<file path="config.mk">
export PLATFORM = sky130hd
export DESIGN_NAME = dht_rx_param
export DESIGN_NICKNAME = d
export VERILOG_FILES = /design/src/rtl/dht_rx_param.sv
export SDC_FILE = /design/constraint.sdc
export NUM_CORES = 1
export LEC_CHECK = 0
export CAP_MARGIN = 30
export CORE_MARGIN = 2
export CORE_UTILIZATION = 40
export CTS_BUF_LIST = sky130_fd_sc_hd__clkbuf_4 sky130_fd_sc_hd__clkbuf_8 sky130_fd_sc_hd__clkbuf_16
export CTS_CLUSTER_SIZE = 8
export DETAILED_ROUTE_END_ITERATION = 12
export GPL_ROUTABILITY_DRIVEN = 0
export PLACE_DENSITY = 0.61
export SLEW_MARGIN = 20
export SYNTH_ARGS = -nofsm -noshare
export SYNTH_HDL_FRONTEND = slang
export SYNTH_SLANG_ARGS = --single-unit
</file>
<file path="constraint.sdc">
create_clock -name clk -period 8.1 [get_ports clk]
set_input_delay 0.81 -clock clk [delete_from_list [all_inputs] [get_ports clk]]
set_output_delay 0.81 -clock clk [all_outputs]
set_load 0.01 [all_outputs]
</file>
<file path="src/rtl/dht_rx_param.sv">
// Single-wire DHT-style sensor receiver: issues the host start pulse, then decodes
// the sensor response and an N_BITS frame by high-time, validating the byte checksum.
module dht_rx_param #(
  parameter int CLK_HZ        = 100_000_000,
  parameter int N_BITS        = 40,
  parameter int START_LOW_US  = 18000,
  parameter int BIT_THRESH_US = 50,
  parameter int TIMEOUT_US    = 200
) (
  input  logic              clk,
  input  logic              rst,
  input  logic              en_set,
  input  logic              inp,
  output logic              dq_oe,
  output logic [N_BITS-1:0] out,
  output logic              valid,
  output logic              err,
  output logic [1:0]        err_code,
  output logic              busy
);

  localparam int US_CYC     = CLK_HZ / 1_000_000;
  localparam int START_CYC  = START_LOW_US * US_CYC;
  localparam int THRESH_CYC = BIT_THRESH_US * US_CYC;
  localparam int TO_CYC     = TIMEOUT_US * US_CYC;
  localparam int MAX_A      = (START_CYC > TO_CYC) ? START_CYC : TO_CYC;
  localparam int MAX_CYC    = (MAX_A > THRESH_CYC) ? MAX_A : THRESH_CYC;
  localparam int CW         = $clog2(MAX_CYC + 1);
  localparam int BW         = $clog2(N_BITS);
  localparam int NBYTES     = N_BITS / 8;

  typedef enum logic [2:0] {
    IDLE, START, REL, RESP_L, RESP_H, BIT_L, BIT_H, CHECK
  } state_t;

  state_t            state_reg, state_next;
  logic [CW-1:0]     cnt_reg, cnt_next, cnt_inc;
  logic [BW-1:0]     bit_idx_reg, bit_idx_next;
  logic [N_BITS-1:0] shift_reg, shift_next;
  logic [N_BITS-1:0] out_reg, out_next;
  logic              valid_reg, valid_next;
  logic              err_reg, err_next;
  logic [1:0]        err_code_reg, err_code_next;

  // Two synchroniser flops plus one history flop; all edges come from the synchronised line.
  logic sync1_reg, sync2_reg, line_d_reg;
  logic rise, fall, timeout, bit_val;

  always_ff @(posedge clk or posedge rst) begin
    if (rst) begin
      sync1_reg  <= 1'b1;
      sync2_reg  <= 1'b1;
      line_d_reg <= 1'b1;
    end else begin
      sync1_reg  <= inp;
      sync2_reg  <= sync1_reg;
      line_d_reg <= sync2_reg;
    end
  end

  assign rise = sync2_reg & ~line_d_reg;
  assign fall = ~sync2_reg & line_d_reg;

  // Running sum of the payload bytes (all but the lowest), reduced modulo 256.
  logic [7:0] acc [NBYTES-1];
  generate
    for (genvar gi = 0; gi < NBYTES - 1; gi++) begin : g_sum
      if (gi == NBYTES - 2) begin : g_top
        assign acc[gi] = shift_reg[8*(gi+1) +: 8];
      end else begin : g_mid
        assign acc[gi] = acc[gi+1] + shift_reg[8*(gi+1) +: 8];
      end
    end
  endgenerate

  assign cnt_inc = (cnt_reg == CW'(MAX_CYC)) ? cnt_reg : cnt_reg + 1'b1;
  assign timeout = (cnt_reg >= CW'(TO_CYC));
  // The rising-edge cycle itself is spent in BIT_L, so the high time is cnt_reg + 1.
  assign bit_val = (cnt_reg >= CW'(THRESH_CYC - 1));

  always_ff @(posedge clk or posedge rst) begin
    if (rst) begin
      state_reg    <= IDLE;
      cnt_reg      <= '0;
      bit_idx_reg  <= '0;
      shift_reg    <= '0;
      out_reg      <= '0;
      valid_reg    <= 1'b0;
      err_reg      <= 1'b0;
      err_code_reg <= 2'b00;
    end else begin
      state_reg    <= state_next;
      cnt_reg      <= cnt_next;
      bit_idx_reg  <= bit_idx_next;
      shift_reg    <= shift_next;
      out_reg      <= out_next;
      valid_reg    <= valid_next;
      err_reg      <= err_next;
      err_code_reg <= err_code_next;
    end
  end

  always_comb begin
    state_next    = state_reg;
    cnt_next      = cnt_inc;
    bit_idx_next  = bit_idx_reg;
    shift_next    = shift_reg;
    out_next      = out_reg;
    valid_next    = 1'b0;
    err_next      = 1'b0;
    err_code_next = err_code_reg;
    case (state_reg)
      IDLE: begin
        cnt_next = '0;
        if (en_set) begin
          state_next    = START;
          shift_next    = '0;
          bit_idx_next  = '0;
          err_code_next = 2'b00;
        end
      end
      START: begin
        if (cnt_reg == CW'(START_CYC - 1)) begin
          state_next = REL;
          cnt_next   = '0;
        end
      end
      REL, RESP_L, RESP_H: begin
        if ((state_reg == RESP_L) ? rise : fall) begin
          cnt_next     = '0;
          bit_idx_next = '0;
          case (state_reg)
            REL:     state_next = RESP_L;
            RESP_L:  state_next = RESP_H;
            default: state_next = BIT_L;
          endcase
        end else if (timeout) begin
          state_next    = IDLE;
          err_next      = 1'b1;
          err_code_next = 2'b01;
        end
      end
      BIT_L: begin
        if (rise) begin
          state_next = BIT_H;
          cnt_next   = '0;
        end else if (timeout) begin
          state_next    = IDLE;
          err_next      = 1'b1;
          err_code_next = 2'b10;
        end
      end
      BIT_H: begin
        if (fall) begin
          shift_next = {shift_reg[N_BITS-2:0], bit_val};
          cnt_next   = '0;
          if (bit_idx_reg == BW'(N_BITS - 1)) begin
            state_next = CHECK;
          end else begin
            state_next   = BIT_L;
            bit_idx_next = bit_idx_reg + 1'b1;
          end
        end else if (timeout) begin
          state_next    = IDLE;
          err_next      = 1'b1;
          err_code_next = 2'b10;
        end
      end
      CHECK: begin
        state_next = IDLE;
        if (acc[0] == shift_reg[7:0]) begin
          out_next   = shift_reg;
          valid_next = 1'b1;
        end else begin
          err_next      = 1'b1;
          err_code_next = 2'b11;
        end
      end
      default: state_next = IDLE;
    endcase
  end

  assign dq_oe    = (state_reg == START);
  assign busy     = (state_reg != IDLE);
  assign out      = out_reg;
  assign valid    = valid_reg;
  assign err      = err_reg;
  assign err_code = err_code_reg;

endmodule
</file>
* Word-level counts from Yosys, hierarchy flattened
Index checks and enable logic that the tools add are counted.
Widths: inputs -> output; s select.
** Operators by class
- Equality and inequality tests :: 21
- Reduce and logical (&&, ||, !) cells :: 11
- $lt $le $gt $ge :: 2
- Bitwise logic cells :: 4
- Add/sub/neg operators :: 5
- Mux-type cells :: 40
** Operators by type and width (number)
- $mux 21 :: 5
- $pmux 21 s5 :: 1
- $mux 40 :: 2
- $pmux 40 s2 :: 1
- $eq 21x21->1 const B :: 2
- $add 8x8->8 :: 3
- $mux 6 :: 4
- $add 21x1->21 const B :: 1
- $ge 21x13->1 const B :: 1
- $ge 21x15->1 const B :: 1
- $mux 3 :: 6
- $ne 2x2->1 const B :: 9
- $pmux 3 s6 :: 1
- $pmux 6 s3 :: 1
- $mux 2 :: 8
- $eq 3x3->1 const B :: 4
- $pmux 2 s5 :: 1
- $eq 8x8->1 :: 1
- $mux 1 :: 8
- $reduce_and 7->1 :: 1
- $add 6x1->6 const B :: 1
- $eq 3x2->1 const B :: 2
- $eq 6x6->1 const B :: 1
- $pmux 3 s2 :: 1
- other kinds (13) :: 17
** Storage, ports and cells
- Output and inout bits :: 46
- Bits of input ports :: 4
- Logic and storage cells :: 94
- Bits in registers :: 117

* Logic depth before layout (Yosys ltp)
Gate-level depths: netlist of run 1.
- Word-level depth :: 6
- Mapped depth :: 14
- Gate-level depth less buffers :: 13

* Worst setup path after synthesis of run 1
OpenSTA, ideal clock, no wires.
- Kind :: flip-flop to flip-flop
- Start :: register shift_reg[9]
- End :: register out_reg[29], in the netlist out[29]
- Path buffers :: 1
- Data required time :: 7.975 ns
- Arrival :: 3.677 ns
- Period minus slack after synthesis :: 3.802 ns
- Setup time :: 0.125 ns
- Stages on the path, launching flop included :: 15
- Slack :: 4.298 ns
- Cells stage by stage :: dfrtp_1 > fa_1 > inv_1 > fa_1 > inv_1 > ha_1 > inv_1 > fa_1 > or2b_1 > a21oi_1 > xnor2_1 > nand3_1 > nor4_4 > buf_6 > mux2_2
** On the way
- Cells in the longest elaborated chain, start to end :: 3
** Ends and longest elaborated chain
- from (decl) :: RTL line 39 : logic [N_BITS-1:0] shift_reg, shift_next;
- from (signal assigned) :: RTL line 95 : shift_reg <= shift_next;
- $add 8x8->8 :: RTL line 71 : assign acc[gi] = acc[gi+1] + shift_reg[8*(gi+1) +: 8];
- $eq 8x8->1 :: RTL line 171 : if (acc[0] == shift_reg[7:0]) begin
- $reduce_and 2->1 (no source line)
- to (signal assigned) :: RTL line 96 : out_reg <= out_next;
- to (decl) :: RTL line 40 : logic [N_BITS-1:0] out_reg, out_next;
Every way passes these cells.
A chain may end at the register's enable or synchronous reset.

* Worst setup path in the final report of run 1
- Start :: register shift_reg[9]
- End :: register out_reg[36], in the netlist out[36]
The elaborated chain is that of the path after synthesis.

==> results.tsv, run 1 <==
stage	metric	value	unit
drt	ant_nets	0	
logic_synthesis	synth_top_area_share	49.3	%
critical_path	reg2reg_depth	15	
placed_design	hpwl	8590	µm
timing	rsz0062_at_grt	no	
clock_network	ctsHoldBuffers	0	
die	die_width	124	µm
finish	drive_gt1_share	13.8	%
clock_network	cts_buffers	17	
clock_network	cts_max_path_buffers	2	
critical_path	end_kind	register	
grt	first_global_vias	4158	
run	maxCapViolations	0	
critical_path	cp-start-kind	register	
grt	grt_max_degree	79	
timing	finalMaxSlewViolations	0	
drt	drtPass1Iterations	4	
logic_synthesis	synth_area_leaders	dfrtp_1, mux2_2, nand2_1	
clock_network	cts_tree	yes	
placed_design	port_buffers	49	
placed_design	dpl_cell_area	0.00645	mm²
critical_path	worstPathCellList	fa_1 > inv_1 > fa_1 > inv_1 > ha_1 > inv_1 > fa_1 > or2b_1 > a21oi_1 > xnor2_1 > nand3_1 > nor4_4 > buf_6 > buf_4 > mux2_2	
drt	routed.top_layer	met4	
critical_path	r2r_slack	3420	ps
drt	met1_length	6200	µm
logic_synthesis	syn_area	0.00579	mm²
timing	finalSetupTns	0	ps
logic_synthesis	yosysMostFrequentCell	dfrtp_1	
logic_synthesis	ys_ff_latch	117	
die	die_h	124	µm
pwr	power_frac_comb	1.2	%
critical_path	crit_arrival	4970	ps
timing	fin_crit	4680	ps
timing	worst_pin_slew	820	ps
drt	drt-vias-per-instance	5.13	
grt	overflow	0	
die	die-area	0.0155	mm²
drt	wl	12600	µm
drt	num_vias	4115	
pwr	p_switching	0.285	mW
clock_network	htree_levels	4	
clock_network	clk_pin_slew	50	ps
clock_network	cts-resized-gates	0	
drt	wl_met3	458	µm
pwr	switching_share	21.5	%
critical_path	slowest_delay	640	ps
clock_network	post_cts_buffers	0	
pwr	vdd_ir_drop_max	0.149	mV
critical_path	cp_slowest_cell	nor4_4	
grt	grt_use_total	17.6	%
timing	max_clock_freq	214	MHz
finish	diodes	0	
finish	nets	637	
drt	drcViolationCount	0	
timing	fin_crit_sh	57.8	%
critical_path	cp.required	8390	ps
pwr	power_per_cell_area	188	mW/mm²
min_path	min_path_cells	0	
drt	drtIter0Drc	233	
pwr	p_int	1.04	mW
finish	area_delta_synth_final	21.7	%
clock_network	worst_skew_pair.late_latency	420	ps
critical_path	worst-path-buf-inv	5	
pwr	clock_power_share	54.5	%
min_path	hp-start	sync1_reg	
critical_path	path_delay_family	adder cells	
die	row_count	43	
timing	finClkSkew	9.65	ps
critical_path	cp_max_fo	23	
critical_path	rr_endpoint	out[36]	
logic_synthesis	async_flop_share	100	%
outcome	status	finished, final reports clean	
pwr	p_leak	3.09	nW
drt	wl_per_cell	15.7	µm
pwr	seq_power_share	44.3	%
timing	finalHoldViolCount	0	
critical_path	reg2reg_from	shift_reg[9]	
logic_synthesis	ys_types	50	
logic_synthesis	synth_warnings	0	
logic_synthesis	syn-num-nets	588	
die	start_util	41.4	%
timing	setup_ws	3420	ps
clock_network	clockRootBuffer	clkbuf_16	
placed_design	place_ws	3400	ps
logic_synthesis	synth_top_cell_by_area	dfrtp_1	
finish	n_fill_cell	1293	
die	core	0.0140	mm²
critical_path	critPathKind	register to register	
logic_synthesis	syn_area_per_cell	10.3	µm²
logic_synthesis	synth-main-ff-cell	dfrtp_1	
timing	setup_violations	0	
pwr	p_total	1.33	mW
drt	dr_wl_met2	5810	µm
grt	grt_pass1_wl	21600	µm
logic_synthesis	synth_edf_count	0	
clock_network	numClockSinks	117	
logic_synthesis	seq_area_frac_synth	50.6	%
min_path	hold_end	sync2_reg	
logic_synthesis	syn_inst	560	
finish	design_area	0.00705	mm²
min_path	holdCritPathClass	register to register	
die	ios	50	
logic_synthesis	synth.top_cells.by_count	dfrtp_1, nand2_1, o21ai_0	
grt	antenna_found_initial	0	
timing	slew_headroom	45.4	%
[worst register-to-register path: stages, from the launching register on]
cell and delay [ps]:
dfrtp_1 430, fa_1 560, inv_1 50, fa_1 450
inv_1 70, ha_1 180, inv_1 60, fa_1 390
or2b_1 240, a21oi_1 220, xnor2_1 150, nand3_1 170
nor4_4 640, buf_6 250, buf_4 330, mux2_2 390
[cells in the final DEF, fill, tap and decap left out, types with 13 or more instances in the layout]
cell	count
nor2_1	41
xor2_1	20
fa_1	14
dfrtp_1	114
xnor2_1	18
clkbuf_16	17
o21ai_0	51
nand2_1	101
nand3_1	13
clkdlybuf4s50_1	49
inv_1	20
mux2_2	38
[logic make-up (layout without fill, tap and decap cells)]
logic type / after synthesis / count (layout) / share of synthesized area [%]
AND/OR/NAND/NOR: 199 / 199 / 15.3
flip-flops: 117 / 117 / 50.6
AO/OA/AOI/OAI: 93 / 93 / 9.55
buffers and inverters: 46 / 108 / 3.50
XOR/XNOR: 38 / 38 / 5.75
adder cells (fa/ha/maj): 26 / 26 / 7.35
multiplexers: 41 / 41 / 7.95
[worst max path at each step]
stage,startpoint,end,cells past startpoint
finish,shift_reg[9],out[36],15
global route,shift_reg[9],out[38],15
CTS,shift_reg[9],out[34],15
detailed placement,shift_reg[9],out[30],15
global placement,shift_reg[9],out[13],14
floorplan,rst,bit_idx_reg[0],1
[stage by stage]
stage / util, % / std cells / hold WS, ps
3_3_place_gp: 46.0 / 768 / 345
6_report: 50.4 / 802 / 355
5_1_grt: 50.4 / 802 / 362
4_1_cts: 50.2 / 801 / 357
2_1_floorplan: - / 560 / 345
3_5_place_dp: 46.1 / 769 / 349
[power groups by stage]
stage	sequential (mW)	combinational [mW]	clock, mW
floorplan	0.597	0.0104	0
global placement	0.597	0.0165	0
detailed placement	0.597	0.0170	0
CTS	0.587	0.0170	0.734
global route	0.587	0.0194	0.763
finish	0.587	0.0162	0.723
[layout make-up]
type / instances / area [µm²] / area share [%]
Sequential cell: 117 / 2930 / 41.6
Inverter: 22 / 85.1 / 1.21
Clock inverter: 14 / 138 / 1.95
Multi-Input combinational cell: 397 / 2680 / 38.0
Tap cell: 180 / 225 / 3.20
Clock buffer: 18 / 433 / 6.14
Timing Repair Buffer: 54 / 556 / 7.88
[routing by layer]
metal  vias up  GRT usage [%]
li1       2005              -
met1      2037           24.4
met2        60           26.5
met3        13           5.20
met4         0           5.95
met5         -              0
(Power assumes the default switching activity.)
==> run 2, diff against run 1 <==
--- a/config.mk
+++ b/config.mk
@@ -12,7 +12,7 @@
 export CTS_CLUSTER_SIZE = 8
 export DETAILED_ROUTE_END_ITERATION = 12
 export GPL_ROUTABILITY_DRIVEN = 0
-export PLACE_DENSITY = 0.61
+export PLACE_DENSITY = 0.63
 export SLEW_MARGIN = 20
 export SYNTH_ARGS = -nofsm -noshare
 export SYNTH_HDL_FRONTEND = slang
==> constraint.sdc (replaced) <==
create_clock -name clk -period 4.18 [get_ports clk]
set_input_delay 0.418 -clock clk [delete_from_list [all_inputs] [get_ports clk]]
set_output_delay 0.418 -clock clk [all_outputs]
set_load 0.01 [all_outputs]
==> run 2 against run 1 <==
Compared with the run above: utilization rose by 0.54 points; cell area increased by 1.1%; via count up 1.2%; sequential power increased by 94%; clock power is 99% higher; worst hold slack lost 1.2 ps; clock-buffer cell count is 3 higher; register-to-register slack got worse by 3200 ps; power grew 97%; cell count increased by 0.37%; largest power group unchanged; highest routed layer unchanged.
==> results.tsv, run 2 (same netlist as run 1, synthesis figures left out) <==
stage	metric	value	unit
finish	fin_cells	805	
pwr	p_int	2.06	mW
drt	drtPass1Iterations	4	
outcome	status	finished, final reports clean	
timing	finalMaxSlewViolations	0	
drt	wl	12200	µm
grt	antenna_found_initial	0	
clock_network	htree_levels	4	
pwr	power_per_cell_area	366	mW/mm²
placed_design	port_buffers	49	
placed_design	dp.cells	770	
die	core	0.0140	mm²
clock_network	clk_pin_slew	50	ps
finish	final_util	50.9	%
critical_path	crit_top_cell	inv_1	
finish	seqCellArea	0.00293	mm²
timing	setup_violations	0	
placed_design	dpl_cell_area	0.00647	mm²
die	ios	50	
clock_network	cts_tree	yes	
die	row_count	43	
timing	setup_ws	195	ps
timing	finClkSkew	8.55	ps
drt	drcViolationCount	0	
grt	grt_use_total	16.3	%
pwr	vdd_ir_drop_max	0.244	mV
timing	max_clock_freq	251	MHz
grt	overflow	0	
die	start_util	41.4	%
finish	final_common_cell	dfrtp_1	
drt	wl_per_cell	15.2	µm
clock_network	cts_max_path_buffers	2	
pwr	clock_power_share	55.1	%
critical_path	end_kind	register	
critical_path	path_delay_family	adder cells	
finish	drive_gt1_share	15.0	%
critical_path	cp_slowest_cell	fa_1	
finish	nets	640	
min_path	holdCritPathClass	register to register	
finish	multi_input_area	0.00269	mm²
pwr	seq_power_share	43.7	%
finish	design_area	0.00712	mm²
critical_path	cp_max_fo	16	
placed_design	hpwl	8110	µm
critical_path	cp.required	4480	ps
clock_network	worst_skew_pair.late_latency	420	ps
grt	first_global_vias	4052	
pwr	power_frac_comb	1.2	%
critical_path	slowest_delay	530	ps
grt	grt_max_degree	79	
placed_design	place_ws	150	ps
finish	final_cell_mix	dfrtp_1, nand2_1, o21ai_0	
timing	fin_crit_sh	95.3	%
finish	area_delta_synth_final	23.0	%
drt	drt-vias-per-instance	5.17	
clock_network	cts_buffers	17	
drt	ant_nets	0	
critical_path	worst-path-buf-inv	5	
pwr	switching_share	21.1	%
drt	num_vias	4165	
critical_path	worstPathCellList	fa_1 > inv_1 > fa_1 > inv_1 > ha_2 > inv_1 > fa_2 > xor2_1 > xnor2_1 > nor4_2 > nand3_1 > nor4_4 > buf_6 > clkbuf_16 > mux2_2	
timing	worst_pin_slew	806	ps
pwr	p_total	2.61	mW
critical_path	crit_arrival	4290	ps
critical_path	critPathKind	register to register	
timing	fin_crit	3980	ps
grt	grt_pass1_wl	20300	µm
clock_network	clockRootBuffer	clkbuf_16	
die	die_width	124	µm
pwr	p_leak	3.11	nW
clock_network	numClockSinks	117	
drt	drtIter0Drc	308	
timing	slew_headroom	46.3	%
die	die-area	0.0155	mm²
finish	n_fill_cell	1248	
timing	finalHoldViolCount	0	
finish	diodes	0	
critical_path	cp-start-kind	register	
pwr	p_switching	0.550	mW
die	die_h	124	µm
run	maxCapViolations	0	
## run 2: cell types whose count changed in the layout (fill, tap and decap cells not counted), sizes merged
cell | previous run | this run
clkinv | 9 | 6
buf | 5 | 7
clkinvlp | 4 | 3
clkbuf | 18 | 22
inv | 21 | 22
## run 2: final cells by class
type | instances | share of cell area, %
Tap cell | 180 | 3.16
Clock buffer | 21 | 6.48
Timing Repair Buffer | 57 | 8.43
Inverter | 22 | 1.19
Clock inverter | 11 | 1.79
Multi-Input combinational cell | 397 | 37.8
Sequential cell | 117 | 41.2
## run 2: final timing paths
path,start,to,slack (ps),cells after the start
worst max-delay path,shift_reg[9],out[30],200,15
worst min-delay path,sync1_reg,sync2_reg,350,0
worst max register to register,shift_reg[9],out[30],200,15
worst min register to register,sync1_reg,sync2_reg,350,0
max in group asynchronous,rst,sync2_reg,2880,3
min in group asynchronous,rst,out[31],450,2
## run 2: stage by stage
stage          hold slack (ps)  setup TNS, ps
6_report                   354              0
4_1_cts                    356              0
3_5_place_dp               348              0
3_3_place_gp               347              0
5_1_grt                    359           -203
2_1_floorplan              345              0
## run 2: what timing repair did
action,CTS,global route
hold endpoints to repair,0,0
buffers inserted,0,2
resized for setup,0,7
hold buffers,0,0
setup endpoints to repair,0,40
## run 2: power by group through the flow
stage	Clock [mW]	Combinational [mW]	Sequential, mW
2_1_floorplan	0	0.0201	1.16
3_5_place_dp	0	0.0335	1.16
4_1_cts	1.46	0.0336	1.14
3_3_place_gp	0	0.0329	1.16
6_report	1.44	0.0317	1.14
5_1_grt	1.51	0.0376	1.14
## run 2: routing by layer
metal | part of all wire, % | track usage [%]
met5 | 0 | 0
met1 | 47 | 22.5
met4 | 1.6 | 5.55
met2 | 47 | 24.8
met3 | 4.4 | 4.77
## run 2: worst register-to-register path: stages (launching register included)
cell	delay, ps
dfrtp_2	430
fa_1	530
inv_1	50
fa_1	440
inv_1	70
ha_2	180
inv_1	60
fa_2	350
xor2_1	160
xnor2_1	130
nor4_2	260
nand3_1	190
nor4_4	300
buf_6	170
clkbuf_16	180
mux2_2	350
